<file path="src/rtl/riscv_uop_pkg.sv">
`default_nettype none
// ============================================================================
//  Module   : riscv_uop_pkg
//  Brief    : Shared micro-op types and write-back source encoding.
//  Revision : 1.0
// ============================================================================
package riscv_uop_pkg;

    localparam int c_XLEN = 32;

    typedef struct packed {
        logic [5:0] rob_idx;
        logic [4:0] rd;
        logic       rd_we;
    } uop_t;

    typedef enum logic {
        WB_SRC_ALU = 1'b0,
        WB_SRC_LSU = 1'b1
    } wb_src_e;

endpackage
`default_nettype wire

</file>
<file path="src/rtl/wb_src_fifo.sv">
`default_nettype none
// ============================================================================
//  Module   : wb_src_fifo
//  Brief    : Per-source completion FIFO with head read-out and flush.
//  Revision : 1.0
// ============================================================================
module wb_src_fifo #(
    parameter  int DEPTH   = 2,
    parameter  int WIDTH   = 32,
    localparam int c_PTR_W = (DEPTH > 1) ? $clog2(DEPTH) : 1,
    localparam int c_CNT_W = $clog2(DEPTH + 1)
) (
    input  logic               clk,
    input  logic               rst_n,
    input  logic               i_flush,
    input  logic               i_push,
    input  logic [WIDTH-1:0]   i_data,
    input  logic               i_pop,
    output logic [WIDTH-1:0]   o_head,
    output logic [c_CNT_W-1:0] o_count,
    output logic               o_empty
);

    logic [WIDTH-1:0]   r_mem [DEPTH];
    logic [c_PTR_W-1:0] r_wr_ptr;
    logic [c_PTR_W-1:0] r_rd_ptr;
    logic [c_CNT_W-1:0] r_count;
    logic               w_push;
    logic               w_pop;

    // A full FIFO refuses a push even when it is popping in the same cycle.
    assign w_push = i_push && !i_flush && (r_count != c_CNT_W'(DEPTH));
    assign w_pop  = i_pop  && !i_flush && (r_count != '0);

    always_ff @(posedge clk or negedge rst_n) begin
        if (!rst_n) begin
            r_wr_ptr <= '0;
            r_rd_ptr <= '0;
            r_count  <= '0;
        end else if (i_flush) begin
            r_wr_ptr <= '0;
            r_rd_ptr <= '0;
            r_count  <= '0;
        end else begin
            if (w_push) r_wr_ptr <= r_wr_ptr + c_PTR_W'(1);
            if (w_pop)  r_rd_ptr <= r_rd_ptr + c_PTR_W'(1);
            case ({w_push, w_pop})
                2'b10:   r_count <= r_count + c_CNT_W'(1);
                2'b01:   r_count <= r_count - c_CNT_W'(1);
                default: r_count <= r_count;
            endcase
        end
    end

    always_ff @(posedge clk) begin
        if (w_push) r_mem[r_wr_ptr] <= i_data;
    end

    assign o_head  = r_mem[r_rd_ptr];
    assign o_count = r_count;
    assign o_empty = (r_count == '0);

endmodule
`default_nettype wire

</file>
<file path="src/rtl/wb_arbiter.sv">
`default_nettype none
// ============================================================================
//  Module   : wb_arbiter
//  Brief    : ALU/LSU write-back arbiter with starvation guard and stall lock.
//  Revision : 1.0
// ============================================================================
module wb_arbiter
    import riscv_uop_pkg::*;
#(
    parameter int DEPTH      = 2,
    parameter int STARVE_MAX = 4
) (
    input  logic        clk,
    input  logic        rst_n,
    input  logic        i_alu_valid,
    input  uop_t        i_alu_uop,
    input  logic [31:0] i_alu_result,
    output logic        o_alu_ready,
    input  logic        i_lsu_valid,
    input  uop_t        i_lsu_uop,
    input  logic [31:0] i_lsu_load_data,
    output logic        o_lsu_ready,
    input  logic        i_flush,
    input  logic        i_stall,
    output logic        o_valid,
    output uop_t        o_uop,
    output logic [31:0] o_result,
    output wb_src_e     o_src
);

    localparam int c_ENT_W    = $bits(uop_t) + c_XLEN;
    localparam int c_CNT_W    = $clog2(DEPTH + 1);
    localparam int c_STARVE_W = $clog2(STARVE_MAX + 1);

    logic [c_ENT_W-1:0]    w_alu_head, w_lsu_head, w_head;
    logic [c_CNT_W-1:0]    w_alu_count, w_lsu_count;
    logic                  w_alu_empty, w_lsu_empty;
    logic                  w_alu_pop, w_lsu_pop, w_pop;
    wb_src_e               w_grant_free, w_grant;
    logic [c_STARVE_W-1:0] r_starve_cnt;
    logic                  r_lock;
    wb_src_e               r_lock_src;

    assign o_alu_ready = (w_alu_count < c_CNT_W'(DEPTH)) && !i_flush && rst_n;
    assign o_lsu_ready = (w_lsu_count < c_CNT_W'(DEPTH)) && !i_flush && rst_n;

    wb_src_fifo #(.DEPTH(DEPTH), .WIDTH(c_ENT_W)) u_alu_fifo (
        .clk     (clk),
        .rst_n   (rst_n),
        .i_flush (i_flush),
        .i_push  (i_alu_valid && o_alu_ready),
        .i_data  ({i_alu_uop, i_alu_result}),
        .i_pop   (w_alu_pop),
        .o_head  (w_alu_head),
        .o_count (w_alu_count),
        .o_empty (w_alu_empty)
    );

    wb_src_fifo #(.DEPTH(DEPTH), .WIDTH(c_ENT_W)) u_lsu_fifo (
        .clk     (clk),
        .rst_n   (rst_n),
        .i_flush (i_flush),
        .i_push  (i_lsu_valid && o_lsu_ready),
        .i_data  ({i_lsu_uop, i_lsu_load_data}),
        .i_pop   (w_lsu_pop),
        .o_head  (w_lsu_head),
        .o_count (w_lsu_count),
        .o_empty (w_lsu_empty)
    );

    // LSU normally wins; a waiting ALU entry is forced through once starved.
    always_comb begin
        w_grant_free = WB_SRC_ALU;
        if (!w_alu_empty && (r_starve_cnt == c_STARVE_W'(STARVE_MAX)))
            w_grant_free = WB_SRC_ALU;
        else if (!w_lsu_empty)
            w_grant_free = WB_SRC_LSU;
    end

    assign w_grant   = r_lock ? r_lock_src : w_grant_free;
    assign o_valid   = (!w_alu_empty || !w_lsu_empty) && !i_flush;
    assign w_pop     = o_valid && !i_stall;
    assign w_alu_pop = w_pop && (w_grant == WB_SRC_ALU);
    assign w_lsu_pop = w_pop && (w_grant == WB_SRC_LSU);

    assign w_head   = (w_grant == WB_SRC_LSU) ? w_lsu_head : w_alu_head;
    assign o_uop    = uop_t'(w_head[c_ENT_W-1:c_XLEN]);
    assign o_result = w_head[c_XLEN-1:0];
    assign o_src    = w_grant;

    always_ff @(posedge clk or negedge rst_n) begin
        if (!rst_n) begin
            r_starve_cnt <= '0;
            r_lock       <= 1'b0;
            r_lock_src   <= WB_SRC_ALU;
        end else if (i_flush) begin
            r_starve_cnt <= '0;
            r_lock       <= 1'b0;
        end else begin
            if (w_alu_pop)
                r_starve_cnt <= '0;
            else if (w_lsu_pop && !w_alu_empty &&
                     (r_starve_cnt != c_STARVE_W'(STARVE_MAX)))
                r_starve_cnt <= r_starve_cnt + c_STARVE_W'(1);

            // Hold the offered source steady until retire takes it.
            if (w_pop) begin
                r_lock <= 1'b0;
            end else if (o_valid) begin
                r_lock     <= 1'b1;
                r_lock_src <= w_grant;
            end
        end
    end

endmodule
`default_nettype wire
</file>
<file path="config.mk">
export PLATFORM = sky130hd
export DESIGN_NAME = wb_arbiter
export DESIGN_NICKNAME = d
export VERILOG_FILES = /design/src/rtl/riscv_uop_pkg.sv /design/src/rtl/wb_src_fifo.sv /design/src/rtl/wb_arbiter.sv
export SDC_FILE = /design/constraint.sdc
export NUM_CORES = 1
export LEC_CHECK = 0
export CAP_MARGIN = 40
export CORE_UTILIZATION = 45
export CTS_BUF_LIST = sky130_fd_sc_hd__clkbuf_2 sky130_fd_sc_hd__clkbuf_4 sky130_fd_sc_hd__clkbuf_8
export DETAILED_ROUTE_END_ITERATION = 16
export GPL_ROUTABILITY_DRIVEN = 0
export PLACE_DENSITY = 0.78
export SLEW_MARGIN = 5
export SYNTH_ARGS = -nofsm -noshare
export SYNTH_HDL_FRONTEND = slang
export SYNTH_SLANG_ARGS = --single-unit
</file>
<file path="constraint.sdc">
create_clock -name clk -period 4.5 [get_ports clk]
set_input_delay 0.9 -clock clk [delete_from_list [all_inputs] [get_ports clk]]
set_output_delay 0.9 -clock clk [all_outputs]
set_load 0.005 [all_outputs]
</file>
-- Word level (Yosys, flattened, before mapping)
Memory sizes are Yosys's and may differ from the RTL's.
Cells that the tools add are included.
- flip-flop bits (word level): 13
- memory bits (writable): 176
- output and inout port bits: 48
- memories: 2
- memory list (name ; depth ; width ; rd ports ; clocked after memory_dff ; wr ports ; line ; source):
    u_alu_fifo.r_mem ; 2 ; 44 ; 1 ; 0 ; 1 ; wb_src_fifo.sv:24 ; logic [WIDTH-1:0] r_mem [DEPTH];
    u_lsu_fifo.r_mem ; 2 ; 44 ; 1 ; 0 ; 1 ; wb_src_fifo.sv:24 ;
- add/sub/neg operators: 9
- magnitude comparators: 2
- eq/ne operators: 8
- mux-type cells: 26
- bitwise operators: 3
- reductions and logical operators: 39
- operator list (cell ; count):
    $mux W44 ; 1
    $logic_and A1 B1 Y1 ; 21
    $mux W1 ; 18
    $reduce_bool A2 Y1 ; 6
    $reduce_bool A3 Y1 ; 4
    $mux W3 ; 3
    $pmux W2 S2 ; 2
    $add A1 B1 Y1 const B ; 4
    $add A2 B1 Y2 const B ; 2
    $eq A2 B1 Y1 const B ; 2
    $eq A2 B2 Y1 const B ; 2
    $logic_not A1 Y1 ; 4
    $logic_not A2 Y1 ; 2
    $lt A2 B2 Y1 const B ; 2
    $mux W2 ; 2
    $ne A2 B2 Y1 const B ; 2
    $sub A2 B1 Y2 const B ; 2
    $add A3 B1 Y3 const B ; 1
    $eq A3 B3 Y1 const B ; 1
    $ne A3 B3 Y1 const B ; 1
    $not A1 Y1 ; 3
    $reduce_and A3 Y1 ; 1
    $logic_or A1 B1 Y1 ; 1

-- Depth between registers and ports, before layout
- depth after elaboration: 12
- mapped depth: 8
- depth with buffers taken out: 7

-- Hierarchy
From an unflattened synthesis, not the netlist that was laid out.
- cell total of the unflattened synthesis: 419
- area, all modules: 7762.4 um^2
- modules (own cells, without submodules) (module ; instances ; cells an instance ; area an instance (um^2)):
    wb_src_fifo ; 2 ; 163 ; 3387.0
    wb_arbiter ; 1 ; 93 ; 988.4

-- Worst setup path before layout
OpenSTA, ideal clock, no wires.
- kind: input to register
- start point: in i_flush
- end point: mem u_lsu_fifo.r_mem[0][0] in the netlist's numbering, enable pin
- library setup time: 451 ps
- data arrival time: 3713 ps
- setup slack: 336 ps
- cell stages on the path: 3
- path through: buf_2 > nor4bb_1 > nor2b_1
- word-level cells in the longest chain between the ends: 8
- RTL lines (what ; line ; source):
    start: declaration ; wb_arbiter.sv:23 ; input logic i_flush,
    $logic_not A1 Y1 * ; wb_src_fifo.sv:32, wb_arbiter.sv:45 ;
    $logic_and A1 B1 Y1 (2 in a row) ; wb_arbiter.sv:45 ; assign o_lsu_ready = (w_lsu_count < c_CNT_W'(DEPTH)) && !i_flush && rst_n;
    $logic_and A1 B1 Y1 ; wb_arbiter.sv:63 ; .i_push (i_lsu_valid && o_lsu_ready),
    $logic_and A1 B1 Y1 * (2 in a row) ; wb_src_fifo.sv:32 ; assign w_push = i_push && !i_flush && (r_count != c_CNT_W'(DEPTH));
    $mux W1 * ; wb_src_fifo.sv:56 ; if (w_push) r_mem[r_wr_ptr] <= i_data;
    $mux W1 (not written as such) * ; wb_src_fifo.sv:56 ;
    end: declaration ; wb_src_fifo.sv:24 ;
Mark *: on every way between the ends. The rest lies on a longest branch, timed or not.

==> out/metrics.csv <==
stage,metric,value,unit
sta,tightest_slew,0.684,ns
clocking,cts.sinks,189,
route,drc,0,
sta,relSlewSlack,54.4,%
route,routedWlPerCell,17.6,um
worst_setup_path,setup.worst_path.start,r_starve_cnt[0],
clocking,cts_resized,0,
placed_design,hpwl,9720,um
worst_hold_path,hold_class,register to register,
floorplan,die_h,131,um
route,wl,14700,um
floorplan,die_w,131,um
worst_setup_path,worstSetupStartpointType,register,
job,drv_cap,0,
worst_setup_path,crit_arrival,3.12,ns
status,status,completed,
worst_setup_path,critPathKind,register to primary output,
route,vias,4435,
sta,holdWs,0.514,ns
synth,synth_edf_count,176,
worst_setup_path,rr_startpoint,u_lsu_fifo.o_count[1],
final_layout,diodes,0,
global_routing,antenna_found_initial,0,
clocking,post_cts_buffers,0,
sta,rsz0062_at_grt,false,
worst_setup_path,crit_slowest_cell,clkdlybuf4s50_1,
clocking,hold_buffers,0,
route,drtPass1Iterations,4,
worst_setup_path,cp_slowest_stage_delay,0.46,ns
final_layout,nets,704,
sta,final_max_slew_viol_count,0,
global_routing,grt.total_usage,18.4,%
sta,period_needed,4.02,ns
synth,syn_avg_cell_area,16.0,um2
sta,min_period_over_period,89.2,%
final_layout,syn_to_final_growth,28.5,%
floorplan,pin_count,142,
power_and_ir_drop,power.leakage,3.06,nW
floorplan,start_util,46.5,%
worst_setup_path,required,3.60,ns
clocking,root_buffer,clkbuf_8,
floorplan,std_cell_rows,46,
worst_setup_path,crit_chain,inv_1 > ha_1 > o211a_1 > o21a_1 > clkinv_2 > buf_4 > a211oi_1 > a21oi_1 > clkdlybuf4s50_1,
synth,syn_nets,560,
synth,ys_warn_count,0,
synth,netlist_instances,464,
sta,final-hold-violation-count,0,
final_layout,n_fill_cell,1260,
sta,fmax,249,MHz
clocking,numCtsBuffers,17,
floorplan,design.core.area,16000,um2
global_routing,grt_pass1_wl,23100,um
global_routing,grt_pass1_vias,4517,
sta,fin_skew,0.00984,ns
clocking,cts_tree,done,
clocking,htreeDepth,4,
floorplan,die_area,17100,um2
synth,synth-seq-cells,189,
final_layout,drive_gt1_share,7.73,%
synth,synthFlopType,edfxtp_1,
synth,synth.cell_area,7440,um2
sta,fin_tns_setup,0,ns
clocking,path_clk_slew,0.09,ns
sta,finalSetupViolCount,0,
placed_design,io_buffers,141,
synth,ys_async_sr_fraction,6.88,%
clocking,clk_latency,0.46,ns
power_and_ir_drop,power_density,358,nW/um2
global_routing,grt_overflow,0,
synth,yosysSeqAreaShare,75.4,%
global_routing,grt_max_degree,54,
worst_hold_path,hp-start,r_lock_src,
route,drt_iter0_markers,314,
worst_setup_path,crit_fanout,31,
power_and_ir_drop,vdd_ir_drop_max,0.000219,V
clocking,clk_path_buf_depth,2,
worst_setup_path,cp-end-kind,primary output,
route,ant_nets,0,
synth,synthDistinctLibCells,40,
route,viasPerCell,5.30,
## registers in the layout, indices dropped and copies added, names as in the netlist
signal	cells
r_starve_cnt	3
r_lock	1
u_alu_fifo.r_wr_ptr	1
u_alu_fifo.r_mem	88
u_alu_fifo.o_count	2
u_lsu_fifo.r_rd_ptr	1
u_lsu_fifo.o_count	2
u_lsu_fifo.r_wr_ptr	1
u_lsu_fifo.r_mem	88
u_alu_fifo.r_rd_ptr	1
r_lock_src	1
## through the flow
step / utilization [%] / instances / cell area, um2 / setup slack (ns) / total power [mW]
5_1_grt: 59.8 / 837 / 9560 / 0.237 / 3.55
3_3_place_gp: 57.3 / 804 / 9170 / 1.02 / 2.39
2_1_floorplan: - / 464 / 7440 / 0.336 / 2.16
3_5_place_dp: 57.4 / 805 / 9190 / 0.929 / 2.40
4_1_cts: 59.8 / 837 / 9560 / 0.469 / 3.45
6_report: 59.8 / 837 / 9560 / 0.485 / 3.42
## layout by cell type, fill, tap and decap left out, drive strengths merged, types with 3 or more instances in the layout
cell | Yosys | layout
clkinvlp | 0 | 3
or3 | 3 | 3
nor2b | 45 | 45
edfxtp | 176 | 176
o21ai | 3 | 3
buf | 14 | 12
a21oi | 48 | 48
dfrtp | 13 | 13
nand3 | 8 | 8
a31oi | 4 | 4
mux2i | 44 | 44
nand2 | 5 | 5
clkbuf | 14 | 17
nor2 | 8 | 8
a211oi | 44 | 44
clkdlybuf4s50 | 0 | 141
clkinv | 0 | 8
inv | 5 | 7
## path summary, 6_finish.rpt
kind / slack, ns / cells past startpoint / end
worst max-delay path: 0.48 / 9 / o_uop[1]
worst min-delay path: 0.51 / 1 / r_lock_src
worst max register to register: 2.30 / 4 / u_lsu_fifo.r_mem[0][35]
worst min register to register: 0.51 / 1 / r_lock_src
max in group asynchronous: 3.57 / 2 / u_lsu_fifo.r_rd_ptr
min in group asynchronous: 0.75 / 2 / u_lsu_fifo.o_count[1]
## critical path: cells and delay by family, from the launching register on
family | cells | cell delay, ns
flip-flops | 1 | 0.43
AO/OA/AOI/OAI | 4 | 0.95
buffers and inverters | 4 | 1.09
adder cells (fa/ha/maj) | 1 | 0.17
## routing by layer
metal / wire length, um / global-route usage [%]
met1: 6160 / 22.5
met2: 7640 / 31.7
met3: 692 / 4.03
met4: 221 / 7.91
met5: 0 / 0
## synth_stat cells (all sizes together), types with 5 or more instances
cell type  number  area [um2]
edfxtp        176        5290
a21oi          48         240
nor2b          45         282
a211oi         44         330
mux2i          44         440
buf            14        71.3
clkbuf         14        52.6
dfrtp          13         325
nand3           8        40.0
nor2            8        30.0
inv             5        18.8
nand2           5        18.8
## cell type report
type,count,area [um2],share of cell area [%]
clock buffers,17,234,2.45
clock inverters,15,145,1.52
inverters,5,20.0,0.209
multi-input cells,242,1710,17.8
flip-flops and latches,189,5610,58.7
well taps,216,270,2.83
repair buffers,153,1580,16.5
## cell families after synthesis
logic type | share of synthesized area (%)
muxes | 6.07
xor gates and xnor gates | 0.353
buffers and inverters | 1.92
AOI/OAI and AO/OA | 9.47
adders and majority gates | 0.336
DFF | 75.4
and+or+nand+nor | 6.46
## report_power, final
group / internal [mW] / switching [mW] / leakage, nW
combinational: 0.217 / 0.161 / 1.11
clock: 0.490 / 0.575 / 0.181
sequential: 1.96 / 0.0177 / 1.77
Power figures use the tool's default switching activity.
